$ cat config.mk
export PLATFORM = sky130hd
export DESIGN_NAME = kf8259_irq_sequencer
export DESIGN_NICKNAME = d
export VERILOG_FILES = /design/src/rtl/kf8259_irq_sequencer_pkg.sv /design/src/rtl/kf8259_priority_pick.sv /design/src/rtl/kf8259_irq_sequencer.sv
export SDC_FILE = /design/constraint.sdc
export NUM_CORES = 1
export LEC_CHECK = 0
export ABC_AREA = 1
export CORE_MARGIN = 1
export CORE_UTILIZATION = 56
export CTS_CLUSTER_SIZE = 10
export DETAILED_ROUTE_END_ITERATION = 16
export PLACE_DENSITY_LB_ADDON = 0.12
export SYNTH_ARGS = -nofsm -noshare
export SYNTH_HDL_FRONTEND = slang
export SYNTH_SLANG_ARGS = --single-unit
$ cat constraint.sdc
create_clock -name clock -period 3.93 [get_ports clock]
set_clock_uncertainty 0.2 [all_clocks]
set_input_delay 0.786 -clock clock [delete_from_list [all_inputs] [get_ports clock]]
set_output_delay 0.786 -clock clock [all_outputs]
set_load 0.02 [all_outputs]
$ cat src/rtl/kf8259_irq_sequencer_pkg.sv
// Shared helpers and types for the KF8259 interrupt sequencer.
// Priority helpers work in a rotated domain where bit 0 is always the highest priority.
package kf8259_irq_sequencer_pkg;

  typedef enum logic [1:0] {
    IDLE = 2'd0,
    REQ  = 2'd1,
    ACK1 = 2'd2
  } seq_state_e;

  // Rotate so the level just above lowest_prio lands in bit 0 (lowest_prio == 7 is identity).
  function automatic logic [7:0] rotate_right(input logic [7:0] src, input logic [2:0] lowest);
    logic [15:0] dbl;
    logic [3:0]  amt;
    amt = {1'b0, lowest} + 4'd1;
    dbl = {src, src} >> amt;
    return dbl[7:0];
  endfunction

  // Inverse of rotate_right.
  function automatic logic [7:0] rotate_left(input logic [7:0] src, input logic [2:0] lowest);
    logic [15:0] dbl;
    logic [3:0]  amt;
    amt = {1'b0, lowest} + 4'd1;
    dbl = {src, src} << amt;
    return dbl[15:8];
  endfunction

  // Keep only the lowest set bit (highest priority in the rotated domain).
  function automatic logic [7:0] resolv_priority(input logic [7:0] req);
    return req & (~req + 8'd1);
  endfunction

  function automatic logic [7:0] num2bit(input logic [2:0] num);
    return 8'd1 << num;
  endfunction

  // Index of the lowest set bit; 0 for an empty input.
  function automatic logic [2:0] bit2num(input logic [7:0] onehot);
    logic [2:0] num;
    num = 3'd0;
    for (int i = 7; i >= 0; i--) begin
      if (onehot[i]) num = 3'(i);
    end
    return num;
  endfunction

endpackage

$ cat src/rtl/kf8259_priority_pick.sv
// Picks the highest-priority set bit of a request vector under rotating priority.
// rank_o is the rotated index of the pick (0 = most urgent), used to compare two picks.
module kf8259_priority_pick
  import kf8259_irq_sequencer_pkg::*;
(
  input  logic [7:0] req_i,
  input  logic [2:0] lowest_prio_i,
  output logic [7:0] pick_o,
  output logic [2:0] rank_o,
  output logic       any_o
);

  logic [7:0] rot_req;
  logic [7:0] rot_win;

  // Rotate into the priority domain, isolate the winner, rotate back.
  always_comb begin
    rot_req = rotate_right(req_i, lowest_prio_i);
    rot_win = resolv_priority(rot_req);
    pick_o  = rotate_left(rot_win, lowest_prio_i);
    rank_o  = bit2num(rot_win);
    any_o   = |req_i;
  end

endmodule

$ cat src/rtl/kf8259_irq_sequencer.sv
// KF8259 interrupt arbiter and INTA sequencer: IRR/ISR bookkeeping, rotating priority,
// two-pulse acknowledge returning a vector, and non-specific / specific EOI handling.
module kf8259_irq_sequencer
  import kf8259_irq_sequencer_pkg::*;
#(
  parameter bit EDGE_TRIGGERED = 1'b1,
  parameter bit AUTO_EOI       = 1'b0
) (
  input  logic       clock,
  input  logic       reset_n,
  input  logic [7:0] irq_req,
  input  logic [7:0] imr,
  input  logic [4:0] vector_base,
  input  logic       inta,
  input  logic       eoi,
  input  logic       specific_eoi,
  input  logic [2:0] eoi_level,
  input  logic       rotate_on_eoi,
  input  logic       set_priority,
  output logic       int_out,
  output logic [7:0] vector_out,
  output logic       vector_valid,
  output logic [7:0] irr,
  output logic [7:0] isr,
  output logic [2:0] lowest_prio
);

  seq_state_e state_q, state_d;
  logic [7:0] irr_q, irr_d;
  logic [7:0] isr_q, isr_d;
  logic [2:0] lowest_prio_q, lowest_prio_d;
  logic       int_out_q, int_out_d;
  logic [7:0] vector_out_q, vector_out_d;
  logic       vector_valid_q, vector_valid_d;
  logic [7:0] sel_q, sel_d;
  logic       spurious_q, spurious_d;
  logic [7:0] irq_prev_q;

  logic [7:0] cand;
  logic [7:0] win;
  logic [7:0] ishi;
  logic [2:0] win_rank;
  logic [2:0] ishi_rank;
  logic       cand_any;
  logic       isr_any;
  logic       req_ok;
  logic [7:0] irr_clr;
  logic [7:0] isr_clr;
  logic [7:0] isr_set;

  assign cand = irr_q & ~imr;

  kf8259_priority_pick u_pick_cand (
    .req_i         (cand),
    .lowest_prio_i (lowest_prio_q),
    .pick_o        (win),
    .rank_o        (win_rank),
    .any_o         (cand_any)
  );

  kf8259_priority_pick u_pick_isr (
    .req_i         (isr_q),
    .lowest_prio_i (lowest_prio_q),
    .pick_o        (ishi),
    .rank_o        (ishi_rank),
    .any_o         (isr_any)
  );

  // A request is raised only if it strictly outranks everything already in service.
  assign req_ok = cand_any && (!isr_any || (win_rank < ishi_rank));

  // Sequencer next state, register updates and command handling.
  always_comb begin
    state_d        = state_q;
    int_out_d      = int_out_q;
    vector_out_d   = vector_out_q;
    vector_valid_d = 1'b0;
    sel_d          = sel_q;
    spurious_d     = spurious_q;
    lowest_prio_d  = lowest_prio_q;
    irr_clr        = 8'h00;
    isr_clr        = 8'h00;
    isr_set        = 8'h00;

    unique case (state_q)
      IDLE: begin
        if (req_ok) begin
          state_d   = REQ;
          int_out_d = 1'b1;
        end
      end
      REQ: begin
        // int_out is held even if the request vanishes; only INTA retires it.
        if (inta) begin
          state_d   = ACK1;
          int_out_d = 1'b0;
          if (win != 8'h00) begin
            sel_d      = win;
            spurious_d = 1'b0;
            isr_set    = win;
            irr_clr    = win;
          end else begin
            sel_d      = 8'h80;
            spurious_d = 1'b1;
          end
        end
      end
      ACK1: begin
        if (inta) begin
          state_d        = IDLE;
          vector_out_d   = {vector_base, bit2num(sel_q)};
          vector_valid_d = 1'b1;
          if (AUTO_EOI && !spurious_q) begin
            isr_clr = sel_q;
            if (rotate_on_eoi) lowest_prio_d = bit2num(sel_q);
          end
        end
      end
      default: state_d = IDLE;
    endcase

    // Command strobes, evaluated against the pre-update ISR; lower-precedence strobes are dropped.
    if (specific_eoi) begin
      isr_clr = isr_clr | num2bit(eoi_level);
      if (rotate_on_eoi) lowest_prio_d = eoi_level;
    end else if (eoi) begin
      if (isr_any) begin
        isr_clr = isr_clr | ishi;
        if (rotate_on_eoi) lowest_prio_d = bit2num(ishi);
      end
    end else if (set_priority) begin
      lowest_prio_d = eoi_level;
    end

    // The acknowledge set is applied after any clear so a same-cycle EOI cannot undo it.
    isr_d = (isr_q & ~isr_clr) | isr_set;

    // An acknowledge clear beats a same-cycle edge on the same line.
    if (EDGE_TRIGGERED) begin
      irr_d = (irr_q | (irq_req & ~irq_prev_q)) & ~irr_clr;
    end else begin
      irr_d = irq_req & ~irr_clr;
    end
  end

  // State and register file.
  always_ff @(posedge clock or negedge reset_n) begin
    if (!reset_n) begin
      state_q        <= IDLE;
      irr_q          <= 8'h00;
      isr_q          <= 8'h00;
      lowest_prio_q  <= 3'd7;
      int_out_q      <= 1'b0;
      vector_out_q   <= 8'h00;
      vector_valid_q <= 1'b0;
      sel_q          <= 8'h00;
      spurious_q     <= 1'b0;
      irq_prev_q     <= 8'h00;
    end else begin
      state_q        <= state_d;
      irr_q          <= irr_d;
      isr_q          <= isr_d;
      lowest_prio_q  <= lowest_prio_d;
      int_out_q      <= int_out_d;
      vector_out_q   <= vector_out_d;
      vector_valid_q <= vector_valid_d;
      sel_q          <= sel_d;
      spurious_q     <= spurious_d;
      irq_prev_q     <= irq_req;
    end
  end

  assign int_out      = int_out_q;
  assign vector_out   = vector_out_q;
  assign vector_valid = vector_valid_q;
  assign irr          = irr_q;
  assign isr          = isr_q;
  assign lowest_prio  = lowest_prio_q;

endmodule
## Yosys cells after proc, flatten, opt, wreduce, memory -nomap -nowiden

Index checks and enable logic that the tools add are counted.

| word-level totals | value |
|---|---|
| bits in registers | 47 |
| latch bits | 0 |
| RAM bits | 0 |
| bits in read-only memories | 0 |
| input port bits | 31 |
| output and inout port bits | 29 |
| logic and storage cells | 108 |
| memories kept | 0 |

| cells by class | value |
|---|---|
| add/subtract/negate cells | 3 |
| multiply operators | 0 |
| div/mod/pow operators | 0 |
| magnitude comparators | 1 |
| equality and inequality tests | 8 |
| shifts and indexed selects | 5 |
| muxes and demuxes | 54 |
| bitwise logic cells | 14 |
| reduce and logical (&&, ||, !) cells | 14 |

Operators by type and width:

| cell | number |
|---|---|
| two-way mux 3 bit | 38 |
| two-way mux 8 bit | 7 |
| AND 8 bit | 6 |
| inverter 8 bit | 6 |
| left shift 16 x 4 -> 16 bit | 2 |
| right shift 16 x 4 -> 8 bit | 2 |
| adder 8 x 1 -> 8 bit, second input constant | 2 |
| OR 8 bit | 2 |
| OR reduction 8 bit | 2 |
| nonzero test 8 bit | 1 |
| left shift 1 x 3 -> 8 bit, first input constant | 1 |
| two-way mux 2 bit | 3 |
| inequality test 2 bit, second input constant | 3 |
| case mux 2 bit (3 select lines) | 1 |
| AND reduction 3 bit | 2 |
| adder 3 x 1 -> 4 bit, second input constant | 1 |
| two-way mux 1 bit | 4 |
| inequality test 2 x 1 -> 1 bit, second input constant | 2 |
| AND reduction 2 bit | 2 |
| AND reduction 4 bit | 1 |
| < comparator 3 bit | 1 |
| inequality test 3 x 1 -> 1 bit, second input constant | 1 |
| nonzero test 3 bit | 1 |
| equality test 2 x 1 -> 1 bit, second input constant | 1 |
| other kinds (7) | 7 |

## Longest topological paths before layout

| logic depth | value |
|---|---|
| depth after elaboration | 19 |
| gate-level depth with buffers | 20 |
| depth with buffers taken out | 20 |

## By module

A second synthesis with hierarchy kept.

| second synthesis, totals | value |
|---|---|
| cells, all modules | 623 |
| area, all modules | 4,222.8 um^2 |

By module, submodules not included:

| module | times used | cells an instance | area an instance (um^2) | seq. area each (um^2) |
|---|---|---|---|---|
| kf8259_irq_sequencer | 1 | 249 | 2,204.6 | 1,179.9 |
| kf8259_priority_pick at u_pick_isr | 1 | 183 | 1,077.3 | 0.0 |
| kf8259_priority_pick at u_pick_cand | 1 | 191 | 940.9 | 0.0 |

## Least setup slack after synthesis

OpenSTA, ideal clock, no wires.

| timing path | value |
|---|---|
| path type | flip-flop to flip-flop |
| start | register lowest_prio_q[1], in the netlist lowest_prio[1] |
| end | register int_out_q, in the netlist int_out |
| setup time | 0.065 ns |
| arrival | 2.399 ns |
| setup slack | 1.265 ns |
| stages on the path, launching flop included | 18 |
| path buffers | 2 |
| clock period less this slack | 2.665 ns |
| cells stage by stage | dfstp_2 buf_4 inv_4 buf_6 nand2_1 nand3_2 nand2_2 nor2_4 inv_2 nor2_8 and2_1 nor4_1 ha_1 a21oi_1 nand2_1 nand2_1 nand4_1 nand2_1 |

| between the ends | value |
|---|---|
| cells in the longest elaborated chain, start to end | 18 |
| elaborated cells between the ends (all ways) | 30 |
| classes of those cells | add/sub (3); order compare (1); eq/ne (1); shift (2); mux (16); bitwise (4); reduce/logical (3) |

Ends and longest elaborated chain:

| element | RTL line | RTL |
|---|---|---|
| from (decl) | kf8259_irq_sequencer.sv:31 | `logic [2:0] lowest_prio_q, lowest_prio_d;` |
| from (signal assigned) | kf8259_irq_sequencer.sv:163 | `lowest_prio_q <= lowest_prio_d;` |
| adder 3 x 1 -> 4 bit * | kf8259_irq_sequencer_pkg.sv:15 | `amt = {1'b0, lowest} + 4'd1;` |
| right shift 16 x 4 -> 8 bit | kf8259_irq_sequencer_pkg.sv:16 | `dbl = {src, src} >> amt;` |
| inverter 8 bit | kf8259_irq_sequencer_pkg.sv:31 | `return req & (~req + 8'd1);` |
| adder 8 x 1 -> 8 bit | kf8259_irq_sequencer_pkg.sv:31 |  |
| AND 8 bit | kf8259_irq_sequencer_pkg.sv:31 |  |
| two-way mux 3 bit (8 in a row) | kf8259_irq_sequencer_pkg.sv:43 | `if (onehot[i]) num = 3'(i);` |
| < comparator 3 bit * | kf8259_irq_sequencer.sv:70 | `assign req_ok = cand_any && (!isr_any \|\| (win_rank < ishi_rank));` |
| logical OR 1 bit * | kf8259_irq_sequencer.sv:70 |  |
| logical AND 1 bit * | kf8259_irq_sequencer.sv:70 |  |
| inequality test 2 bit (no source line) * | n/a |  |
| AND reduction 3 bit (no source line) * | n/a |  |
| to (signal assigned) | kf8259_irq_sequencer.sv:164 | `int_out_q <= int_out_d;` |
| to (decl) | kf8259_irq_sequencer.sv:32 | `logic int_out_q, int_out_d;` |

Mark *: on every way between the ends. The rest lies on a longest branch, timed or not.
A chain may end at the register's enable or synchronous reset.

## Final worst setup path

| timing path | value |
|---|---|
| start | register lowest_prio_q[0], in the netlist lowest_prio[0] |
| end | register int_out_q, in the netlist int_out |

The elaborated chain is that of the path after synthesis.

==> reports/summary.md <==
* 45 — Cell variety after synth
* yes — TritonCTS clock tree
* 0 — count of final setup violators
* flip-flop to flip-flop — path type of the worst min-delay path
* flip-flop to flip-flop — Crit Path Class
* 0 — initial antenna violation count
* 11,800 um — wire length after detailed routing
* 0 — residual DRC count
* 0.308 GHz — max frequency
* 0 — GRT Residual Overflow
* 986 nW/um2 — total power per unit cell area
* 0 — count of hold-fix buffers inserted at cts
* 3.25 ns — final critical delay including setup and external delays
* 710 — nets@finish
* 2 — maximum buffer depth of the clock tree
* 0.700 — utilization after layout
* sky130_fd_sc_hd__dfrtp_1 — Post-synth top flop
* 19,400 um — first-pass GRT wire length
* 0 — postcts setup bufs
* completed — outcome
* 0.106 — ratio of cells with drive above 1 in the final layout
* 5 — detailed-router iteration count before antenna repair
* 0 — endpoints failing hold
* 0.944 — final weighted congestion in routability-driven placement
* false — setup repair after global routing missed its margin
* 654 — net count after synthesis
* 34 — crit-path max FO
* 6.45 um2 — Post-Synthesis Mean Instance Area
* 620 — gate count after technology mapping
* 0.586 — Initial Utilization
* 30 — number of cell rows
* 86.5 um — horizontal die dimension
* flip-flop — kind of launch point of the worst setup path
* 15.3 um — WL per Instance
* 5 — number of buffers inserted during clock tree synthesis
* sky130_fd_sc_hd__clkbuf_8 — clock tree root driver cell
* 86.5 um — chip height
* 5.85 — vias per inst
* 9170 um — placed wire-length estimate
* 7490 um2 — Die Footprint
* 2 — H-Tree Level Count
* 19.6% — P&R area growth vs syn
* 1.02 ns — Worst-Margin Slew
* 0.526 mV — Max rail drop VDD
* 0 — number of diodes added for antenna fixing
* 59 — number of input and output port buffers inserted
* 0.827 — portion of the clock cycle consumed by the worst path in the final layout
* 3.97 ns — required time of the worst setup path
* 47 — Yosys reg bits
* 1.00 — ys async rst share
* 2.40 nW — leakage power of the design
* 0 — number of pins exceeding their max-slew limit in the final report
* 0 — number of warnings reported in the yosys synthesis log
* flip-flop — crit end category
* 60 — io pins
* 4,191 — number of global-route vias before repair
* 47 — # clock sinks
* 0 — number of flops mapped to enable cells by yosys
* 0 ns — accumulated negative setup slack
* 0 — remaining antenna violation count
* 0.30 ns — Clock Latency Late Sink
* 0.09 ns — clock transition time at the flip-flop clock pins of the worst setup and hold paths
* 4000 um2 — post-synthesis instance area
* 0.320 — max_slew headroom
* 4,522 — routed via count
* 6830 um2 — placeable core region
* 48 — largest net degree at the start of global routing
* 0 — # resized after CTS
* 0.295 — fraction of the yosys area taken by sequential cells
* 3.30 ns — data arrival time of the critical path
* 324 — iteration-0 DRC count of the detailed router
* 622 — number of filler instances in the final layout
* 0.332 — total global routing track utilization
* 0 — Max Cap Viol
routing by layer:
layer,up-vias,share of wire,track usage
li1,2159,-,-
met1,2069,0.41,0.431
met2,254,0.47,0.553
met3,40,0.089,0.0610
met4,0,0.028,0.124
met5,-,0,0
worst max-delay path, stage by stage (launching register included):
cell                      delay, ns
sky130_fd_sc_hd__dfstp_2       0.71
sky130_fd_sc_hd__inv_2         0.31
sky130_fd_sc_hd__nand2_1       0.19
sky130_fd_sc_hd__nand3_1       0.10
sky130_fd_sc_hd__o21ai_1       0.14
sky130_fd_sc_hd__nand2_1       0.07
sky130_fd_sc_hd__nand2_1       0.13
sky130_fd_sc_hd__nand2_1       0.08
sky130_fd_sc_hd__nor2_1        0.20
sky130_fd_sc_hd__and2_1        0.21
sky130_fd_sc_hd__nor4_1        0.07
sky130_fd_sc_hd__ha_1          0.30
sky130_fd_sc_hd__a21oi_1       0.14
sky130_fd_sc_hd__nand2_1       0.10
sky130_fd_sc_hd__nand2_1       0.07
sky130_fd_sc_hd__nand4_1       0.10
sky130_fd_sc_hd__nand2_1       0.08
Yosys cell counts, types with 2 or more instances:
master                       n  share of area
sky130_fd_sc_hd__clkinv_1    2         0.0019
sky130_fd_sc_hd__nand3b_1    2         0.0038
sky130_fd_sc_hd__nand3_1   123           0.15
sky130_fd_sc_hd__nor2_2      3         0.0047
sky130_fd_sc_hd__o211ai_2    2         0.0063
sky130_fd_sc_hd__buf_6       3         0.0084
sky130_fd_sc_hd__o21ai_2     2         0.0044
sky130_fd_sc_hd__ha_1        3         0.0094
sky130_fd_sc_hd__o21ai_0    27          0.034
sky130_fd_sc_hd__inv_2       6         0.0056
sky130_fd_sc_hd__nor2_4      5          0.014
sky130_fd_sc_hd__clkbuf_1    7         0.0066
sky130_fd_sc_hd__o211ai_1    5         0.0094
sky130_fd_sc_hd__nor4_1      3         0.0047
sky130_fd_sc_hd__buf_2       5         0.0063
sky130_fd_sc_hd__nor2_1     38          0.036
sky130_fd_sc_hd__nor3_1      4         0.0050
sky130_fd_sc_hd__nand3_2    12          0.030
sky130_fd_sc_hd__dfstp_2     3          0.020
sky130_fd_sc_hd__nand4_1    11          0.017
sky130_fd_sc_hd__a21oi_1    16          0.020
sky130_fd_sc_hd__buf_4       3         0.0056
sky130_fd_sc_hd__nand2_4     3         0.0084
sky130_fd_sc_hd__o21ai_1     9          0.011
sky130_fd_sc_hd__nand2_1   183           0.17
sky130_fd_sc_hd__inv_1      66          0.062
sky130_fd_sc_hd__nand2_2    11          0.017
sky130_fd_sc_hd__o31ai_1     2         0.0038
sky130_fd_sc_hd__nor3_2      2         0.0050
sky130_fd_sc_hd__dfrtp_1    44           0.28
state kept, by name (all words and copies together), names as in the netlist:
register / count
lowest_prio: 3
sel_q: 8
irr: 8
state_q: 2
vector_valid: 1
int_out: 1
isr: 8
vector_out: 8
irq_prev_q: 8
report_power, final:
part | switching, mW | leakage, nW | internal, mW
Sequential | 0.174 | 0.558 | 0.665
Combinational | 2.30 | 1.78 | 1.16
Clock | 0.162 | 0.0654 | 0.254
Total | 2.64 | 2.40 | 2.08
kinds of logic (layout without fill, tap and decap cells):
kind of cell / after synthesis / in the layout / synth area share
and+or+nand+nor: 405 / 405 / 0.488
AOI/OAI and AO/OA: 70 / 70 / 0.102
DFF: 47 / 47 / 0.295
buffers and inverters: 94 / 151 / 0.102
adders and majority gates: 3 / 3 / 0.00938
xor gates and xnor gates: 1 / 1 / 0.00407
final cells by class:
type                            count  area (um2)  area share
Inverter                           75         284      0.0594
Sequential cell                    47        1180       0.247
Timing Repair Buffer               68         653       0.137
Tap cell                           96         120      0.0251
Multi-Input combinational cell    479        2410       0.505
Clock inverter                      2        60.1      0.0126
Clock buffer                        6        72.6      0.0152
cells in the final DEF, fill, tap and decap left out, drive strengths merged:
cell type	Yosys	routed
nor4	3	3
buf	12	10
a22oi	1	1
nand3b	2	2
nor2	47	47
o21a	1	1
clkdlybuf4s50	0	58
a32oi	1	1
inv	73	73
o211ai	7	7
xnor2	1	1
dfrtp	44	44
or2	1	1
a31oi	1	1
nand3	136	136
bufinv	0	2
clkbuf	7	6
o22ai	1	1
nand2	197	197
clkinv	2	2
o31ai	2	2
a21oi	17	17
ha	3	3
dfstp	3	3
and2	1	1
nor3	7	7
a221oi	1	1
o21ai	38	38
nand4	11	11
through the flow:
step           hold WS [ns]  setup slack, ns  instances  power [mW]  instance area [um2]
3_5_place_dp          0.238            0.508        765        4.22                 4650
3_3_place_gp          0.237            0.525        765        4.15                 4650
6_report              0.249            0.679        773        4.72                 4780
4_1_cts               0.250            0.750        773        4.64                 4780
5_1_grt               0.294            0.484        773        5.09                 4780
2_1_floorplan         0.231             1.27        620        3.31                 4000
path summary, 6_finish.rpt:
kind | startpoint | endpoint | slack (ns) | cells past startpoint
max reg2reg | lowest_prio[0] | int_out | 0.68 | 16
min | sel_q[0] | vector_out[0] | 0.25 | 1
max | lowest_prio[0] | int_out | 0.68 | 16
min in group asynchronous | reset_n | isr[3] | 0.46 | 1
min reg2reg | sel_q[0] | vector_out[0] | 0.25 | 1
max in group asynchronous | reset_n | irr[3] | 2.44 | 1
Power figures use the tool's default switching activity.
